## config.mk

```make
export PLATFORM = sky130hd
export DESIGN_NAME = ga_pipeline_ctrl
export DESIGN_NICKNAME = d
export VERILOG_FILES = /design/src/rtl/ga_pipeline_ctrl.sv
export SDC_FILE = /design/constraint.sdc
export NUM_CORES = 1
export LEC_CHECK = 0
export CORE_MARGIN = 5
export CORE_UTILIZATION = 54
export DETAILED_ROUTE_END_ITERATION = 7
export MAX_ROUTING_LAYER = met4
export PLACE_DENSITY = 0.81
export SYNTH_ARGS = -nofsm -noshare
export SYNTH_HDL_FRONTEND = slang
export SYNTH_SLANG_ARGS = --single-unit
```

## constraint.sdc

```tcl
create_clock -name clk -period 7.49 [get_ports clk]
set_input_delay 1.498 -clock clk [delete_from_list [all_inputs] [get_ports clk]]
set_output_delay 1.498 -clock clk [all_outputs]
set_load 0.02 [all_outputs]
```

## src/rtl/ga_pipeline_ctrl.sv

```systemverilog
// Generation sequencer for the GA pipeline: select -> crossover -> mutate -> evaluate -> population write.
// Issues one-cycle stage starts, waits on each stage done under a watchdog, and tracks iterations and the first perfect child.
module ga_pipeline_ctrl #(
  parameter int                       FITNESS_WIDTH  = 14,
  parameter logic [FITNESS_WIDTH-1:0] MAX_FITNESS    = 14'h3FFF,
  parameter int                       TIMEOUT_CYCLES = 255
) (
  input  logic                     clk,
  input  logic                     rst,
  input  logic                     start,
  input  logic                     abort,
  input  logic [31:0]              target_iteration,
  output logic                     start_select,
  input  logic                     select_done,
  output logic                     start_cross,
  input  logic                     cross_done,
  output logic                     start_mutate,
  input  logic                     mutate_done,
  output logic                     start_eval,
  input  logic                     eval_done,
  input  logic [FITNESS_WIDTH-1:0] child_fitness,
  output logic                     start_pop_write,
  input  logic                     pop_write_done,
  output logic                     busy,
  output logic                     done,
  output logic                     perfect_found,
  output logic                     stage_timeout,
  output logic [31:0]              iteration_count,
  output logic [31:0]              crossovers_to_perfect,
  output logic [2:0]               pipeline_state
);

  typedef enum logic [2:0] {
    P_IDLE      = 3'd0,
    P_SELECT    = 3'd1,
    P_CROSSOVER = 3'd2,
    P_MUTATION  = 3'd3,
    P_EVALUATE  = 3'd4,
    P_UPDATE    = 3'd5,
    P_DONE      = 3'd6
  } state_e;

  // Watchdog value seen in the last waiting cycle; the stage has then spent TIMEOUT_CYCLES cycles.
  localparam logic [7:0] WD_LAST = 8'(TIMEOUT_CYCLES - 1);

  state_e      state_r, state_s;
  logic        first_r;
  logic [7:0]  wd_r;
  logic [31:0] target_r;
  logic [31:0] cross_cnt_r;
  logic        is_stage_s, stage_done_s, honour_s, expire_s;
  logic        accept_s, cross_hon_s, perfect_hit_s, pop_hon_s, timeout_s;
  logic [32:0] iter_inc_s;

  assign pipeline_state = state_r;

  // Next-state selection and the per-cycle events that update counters and flags
  always_comb begin
    state_s       = state_r;
    stage_done_s  = 1'b0;
    accept_s      = 1'b0;
    cross_hon_s   = 1'b0;
    perfect_hit_s = 1'b0;
    pop_hon_s     = 1'b0;
    timeout_s     = 1'b0;
    is_stage_s    = state_r inside {P_SELECT, P_CROSSOVER, P_MUTATION, P_EVALUATE, P_UPDATE};
    iter_inc_s    = {1'b0, iteration_count} + 33'd1;
    case (state_r)
      P_SELECT:    stage_done_s = select_done;
      P_CROSSOVER: stage_done_s = cross_done;
      P_MUTATION:  stage_done_s = mutate_done;
      P_EVALUATE:  stage_done_s = eval_done;
      P_UPDATE:    stage_done_s = pop_write_done;
      default:     stage_done_s = 1'b0;
    endcase
    // The entry cycle carries the start pulse, so a done there is never honoured.
    honour_s = is_stage_s && !first_r && stage_done_s;
    expire_s = is_stage_s && (wd_r == WD_LAST);
    case (state_r)
      P_IDLE, P_DONE: begin
        if (start) begin
          accept_s = 1'b1;
          state_s  = (target_iteration == 32'd0) ? P_DONE : P_SELECT;
        end else begin
          state_s = state_r;
        end
      end
      P_SELECT, P_CROSSOVER, P_MUTATION, P_EVALUATE, P_UPDATE: begin
        if (abort) begin
          state_s = P_DONE;
        end else if (honour_s) begin
          case (state_r)
            P_SELECT:    state_s = P_CROSSOVER;
            P_CROSSOVER: begin
              state_s     = P_MUTATION;
              cross_hon_s = 1'b1;
            end
            P_MUTATION:  state_s = P_EVALUATE;
            P_EVALUATE:  begin
              state_s       = P_UPDATE;
              perfect_hit_s = (child_fitness == MAX_FITNESS) && !perfect_found;
            end
            P_UPDATE:    begin
              pop_hon_s = 1'b1;
              state_s   = (perfect_found || (iter_inc_s >= {1'b0, target_r})) ? P_DONE : P_SELECT;
            end
            default:     state_s = P_IDLE;
          endcase
        end else if (expire_s) begin
          timeout_s = 1'b1;
          state_s   = P_DONE;
        end else begin
          state_s = state_r;
        end
      end
      default: state_s = P_IDLE;
    endcase
  end

  // State, watchdog, registered stage pulses, status outputs and run counters
  always_ff @(posedge clk or negedge rst) begin
    if (!rst) begin
      state_r               <= P_IDLE;
      first_r               <= 1'b0;
      wd_r                  <= 8'd0;
      target_r              <= 32'd0;
      cross_cnt_r           <= 32'd0;
      start_select          <= 1'b0;
      start_cross           <= 1'b0;
      start_mutate          <= 1'b0;
      start_eval            <= 1'b0;
      start_pop_write       <= 1'b0;
      busy                  <= 1'b0;
      done                  <= 1'b0;
      perfect_found         <= 1'b0;
      stage_timeout         <= 1'b0;
      iteration_count       <= 32'd0;
      crossovers_to_perfect <= 32'd0;
    end else begin
      state_r         <= state_s;
      first_r         <= (state_s != state_r);
      wd_r            <= (state_s != state_r) ? 8'd0 : (is_stage_s ? wd_r + 8'd1 : wd_r);
      start_select    <= (state_s == P_SELECT)    && (state_r != P_SELECT);
      start_cross     <= (state_s == P_CROSSOVER) && (state_r != P_CROSSOVER);
      start_mutate    <= (state_s == P_MUTATION)  && (state_r != P_MUTATION);
      start_eval      <= (state_s == P_EVALUATE)  && (state_r != P_EVALUATE);
      start_pop_write <= (state_s == P_UPDATE)    && (state_r != P_UPDATE);
      busy            <= state_s inside {P_SELECT, P_CROSSOVER, P_MUTATION, P_EVALUATE, P_UPDATE};
      done            <= (state_s == P_DONE);
      if (accept_s) begin
        target_r              <= target_iteration;
        cross_cnt_r           <= 32'd0;
        iteration_count       <= 32'd0;
        crossovers_to_perfect <= 32'd0;
        perfect_found         <= 1'b0;
        stage_timeout         <= 1'b0;
      end else begin
        if (cross_hon_s) cross_cnt_r <= cross_cnt_r + 32'd1;
        if (perfect_hit_s) begin
          perfect_found         <= 1'b1;
          crossovers_to_perfect <= cross_cnt_r;
        end
        if (pop_hon_s && (iteration_count != 32'hFFFF_FFFF)) iteration_count <= iteration_count + 32'd1;
        if (timeout_s) stage_timeout <= 1'b1;
      end
    end
  end

endmodule

```

==> flow_metrics.env <==
export IMPL_track_usage_pct=24.4
export IMPL_grt_pass1_wl_um=34000
export IMPL_grt_setup_unrepaired="no"
export IMPL_yosys_area_top_type="dfrtp_1"
export IMPL_worst_slew_pin_slew_ns=1.04
export IMPL_p_per_area_nw_per_um2=258
export IMPL_synthArstFlopShare_pct=100
export IMPL_worstPathRequired_ns=7.80
export IMPL_fp_row_count=44
export IMPL_cts_buffer_depth=2
export IMPL_swShare_pct=34.3
export IMPL_syn_inst=905
export IMPL_fin_worst_skew_ns=0.0113
export IMPL_cts_resized_gates=0
export IMPL_p_leak_uw=0.00441
export IMPL_area_delta_synth_final_pct=24.9
export IMPL_drc_errors=0
export IMPL_crit_arrival_ns=5.04
export IMPL_startpoint_type="flop"
export IMPL_coreArea_um2=14600
export IMPL_die_w_um=132
export IMPL_report_final_hold_viol_count=0
export IMPL_drtIter0Drc=626
export IMPL_maxCapViolCount=0
export IMPL_gr_total_overflow=0
export IMPL_p_clk_share_pct=34.2
export IMPL_die_area_um2=17400
export IMPL_yosysUniqueCellTypes=65
export IMPL_io_pins=131
export IMPL_synth_seq_cells=149
export IMPL_p_int_uw=1700
export IMPL_detail_route_wl_per_cell_um=16.8
export IMPL_synth_flop_cell="dfrtp_1"
export IMPL_synthesis_nets=996
export IMPL_viasPerCell=5.69
export IMPL_tritoncts="yes"
export IMPL_grt_pass1_vias=6614
export IMPL_drtAntennaViolNets=0
export IMPL_finalMaxSlewViolations=0
export IMPL_seq_area_frac_synth_pct=46.3
export IMPL_worstSkewPairLatency_ns=0.44
export IMPL_die_y_um=132
export IMPL_switchingPower_uw=891
export IMPL_yosysTopAreaCellShare_pct=46.3
export IMPL_synth_top_cells_by_area="dfrtp_1 46%, nand2_1 7.3%, o21ai_0 5.7%, ha_1 5.6%, nor2_1 3.5%"
export IMPL_hpwl_um=14000
export IMPL_grt_max_degree=101
export IMPL_ir_worst_vdd_mv=0.211
export IMPL_drt_first_pass_iters=5
export IMPL_setup_tns_ns=0
export IMPL_min_period_over_period_pct=63.1
export IMPL_post_cts_setup_buffers=0
export IMPL_min_path_type="reg2reg"
export IMPL_gp_congestion=0.930
export IMPL_power_frac_seq_pct=38.2
export IMPL_rrSetupSlack_ns=2.76
export IMPL_combinationalPowerShare_pct=27.6
export IMPL_path_max_fanout=9
export IMPL_synth_area_um2=8050
export IMPL_synth_warnings=0
export IMPL_start_util_pct=55.2
export IMPL_syn_mean_instance_area_um2=8.89
export IMPL_worstSetupPathType="reg2reg"
export IMPL_post_route_min_period_ns=4.73
export IMPL_layout_drive_gt1_share_pct=6.12
export IMPL_layout_nets=1108
export IMPL_antenna_found_initial=0
export IMPL_root_buffer="clkbuf_16"
export IMPL_synth_edf_count=0
export IMPL_drt_wl_total_um=20300
export IMPL_cts_hold_buf=0
export IMPL_vias=6903
export IMPL_numCtsBuffers=17
export IMPL_finalSetupViolCount=0
export IMPL_slew_headroom_pct=30.8
export IMPL_outcome="finished clean"
export IMPL_cts_sinks=149
export IMPL_antenna_cells=0
export IMPL_critPathCaptureType="flop"
export IMPL_clk_transition_reported_paths_ns=0.07
export IMPL_portBuffers=130
export IMPL_fmax_ghz=0.212
export IMPL_fin_util_pct=68.9
export IMPL_htreeDepth=4
-- worst paths after layout --
check | start | endpoint | cells past startpoint
hold reg to reg | target_r[0]$_DFFE_PN0P_ | target_r[0]$_DFFE_PN0P_ | 2
setup / recovery | iteration_count[5]$_DFFE_PN0P_ | wd_r[3]$_DFFE_PN0P_ | 15
min in group asynchronous | rst | iteration_count[25]$_DFFE_PN0P_ | 1
hold / removal | target_r[0]$_DFFE_PN0P_ | target_r[0]$_DFFE_PN0P_ | 2
max in group asynchronous | rst | busy$_DFF_PN0_ | 2
setup reg to reg | iteration_count[5]$_DFFE_PN0P_ | wd_r[3]$_DFFE_PN0P_ | 15
-- sequential cells by signal (all words and copies together) (netlist names), 3 cells and up --
| signal | cells |
|---|---|
| target_r | 32 |
| iteration_count | 32 |
| wd_r | 8 |
| cross_cnt_r | 32 |
| crossovers_to_perfect | 32 |
| pipeline_state | 3 |
-- stage by stage --
| step | setup WS, ns | power [µW] | instance area [µm²] | instances | hold slack, ns |
|---|---|---|---|---|---|
| 3_3_place_gp | 2.67 | 1690 | 9440 | 1182 | 0.473 |
| 4_1_cts | 2.83 | 2600 | 10000 | 1214 | 0.500 |
| 2_1_floorplan | 3.35 | 1500 | 8050 | 905 | 0.450 |
| 5_1_grt | 2.45 | 2740 | 10000 | 1214 | 0.509 |
| 3_5_place_dp | 2.56 | 1710 | 9440 | 1182 | 0.484 |
| 6_report | 2.76 | 2590 | 10000 | 1214 | 0.497 |
-- layout make-up --
class,count,area (µm²)
Clock inverter,14,175
Sequential cell,149,3730
Fill cell,1159,4540
Inverter,49,184
Tap cell,184,230
Clock buffer,18,429
Timing Repair Buffer,136,1350
Multi-Input combinational cell,664,3950
-- logic make-up after synthesis --
logic type	count (synthesis)	share of synthesized area [%]
buf+inv	92	4.68
xor+xnor	62	6.84
mux	4	0.560
fa+ha+maj	36	5.60
simple gates	390	23.3
compound gates	172	12.7
flops	149	46.3
-- metal layers --
| metal | share of wire [%] | up-vias | GRT usage (%) |
|---|---|---|---|
| li1 | - | 3352 | - |
| met1 | 46 | 3318 | 33.5 |
| met2 | 47 | 200 | 36.7 |
| met3 | 5.4 | 33 | 5.11 |
| met4 | 1.8 | 0 | 7.43 |
| met5 | 0 | - | - |
-- synth_stat cells (2+ instances only) --
library cell  instances
a211oi_1              3
a21o_1                4
a21oi_1              28
a31oi_1               3
and2_1                4
and3_1               13
and4_1                5
buf_1                 3
buf_2                10
buf_6                 2
clkbuf_1             27
dfrtp_1             149
ha_1                 36
inv_1                48
mux2_2                3
nand2_1             156
nand2b_1             11
nand3_1              42
nand3_2               2
nand4_1              31
nor2_1               75
nor2b_1               4
nor3_1               14
nor4_1               11
o21ai_0              92
o21ai_1               8
o21bai_1              2
o221a_2               2
o31ai_1              11
o41ai_1               3
or2_2                 2
or3_1                 9
xnor2_1              29
xor2_1               32
-- power groups by stage --
stage          logic [µW]  registers, µW  clock network, µW
2_1_floorplan         514            984                  0
3_3_place_gp          692           1000                  0
3_5_place_dp          708           1000                  0
4_1_cts               713            991                894
5_1_grt               799           1000                934
6_report              716            991                888
-- worst max-delay path, cell delays in order (launching register included) --
cell,delay [ns]
dfrtp_1,0.47
nand3_2,0.20
or4_4,0.61
nor3_4,0.29
and3_1,0.36
nand4_1,0.20
xnor2_1,0.18
ha_1,0.30
nand3_1,0.14
nor4_1,0.37
a31oi_1,0.13
a211oi_1,0.48
o311ai_1,0.23
a311o_1,0.44
nand4_4,0.13
nor2_1,0.07
-- layout by cell type, fill, tap and decap left out, types with 4 or more instances in the layout --
cell type        count
nor4_1              10
nor2b_1              4
o21ai_0             92
inv_6                5
clkbuf_16           17
a21oi_1             28
o31ai_1             11
or3_1                9
nand2_1            156
nand2b_1            11
nor3_1              14
o21ai_1              8
a21o_1               4
nor2_1              75
ha_1                36
buf_4                6
nand3_1             41
nand4_1             31
and2_1               4
and3_1              13
clkdlybuf4s50_1    129
and4_1               4
xor2_1              32
inv_1               48
dfrtp_1            149
xnor2_1             29
Note: power is estimated with default switching activity, not from simulation.
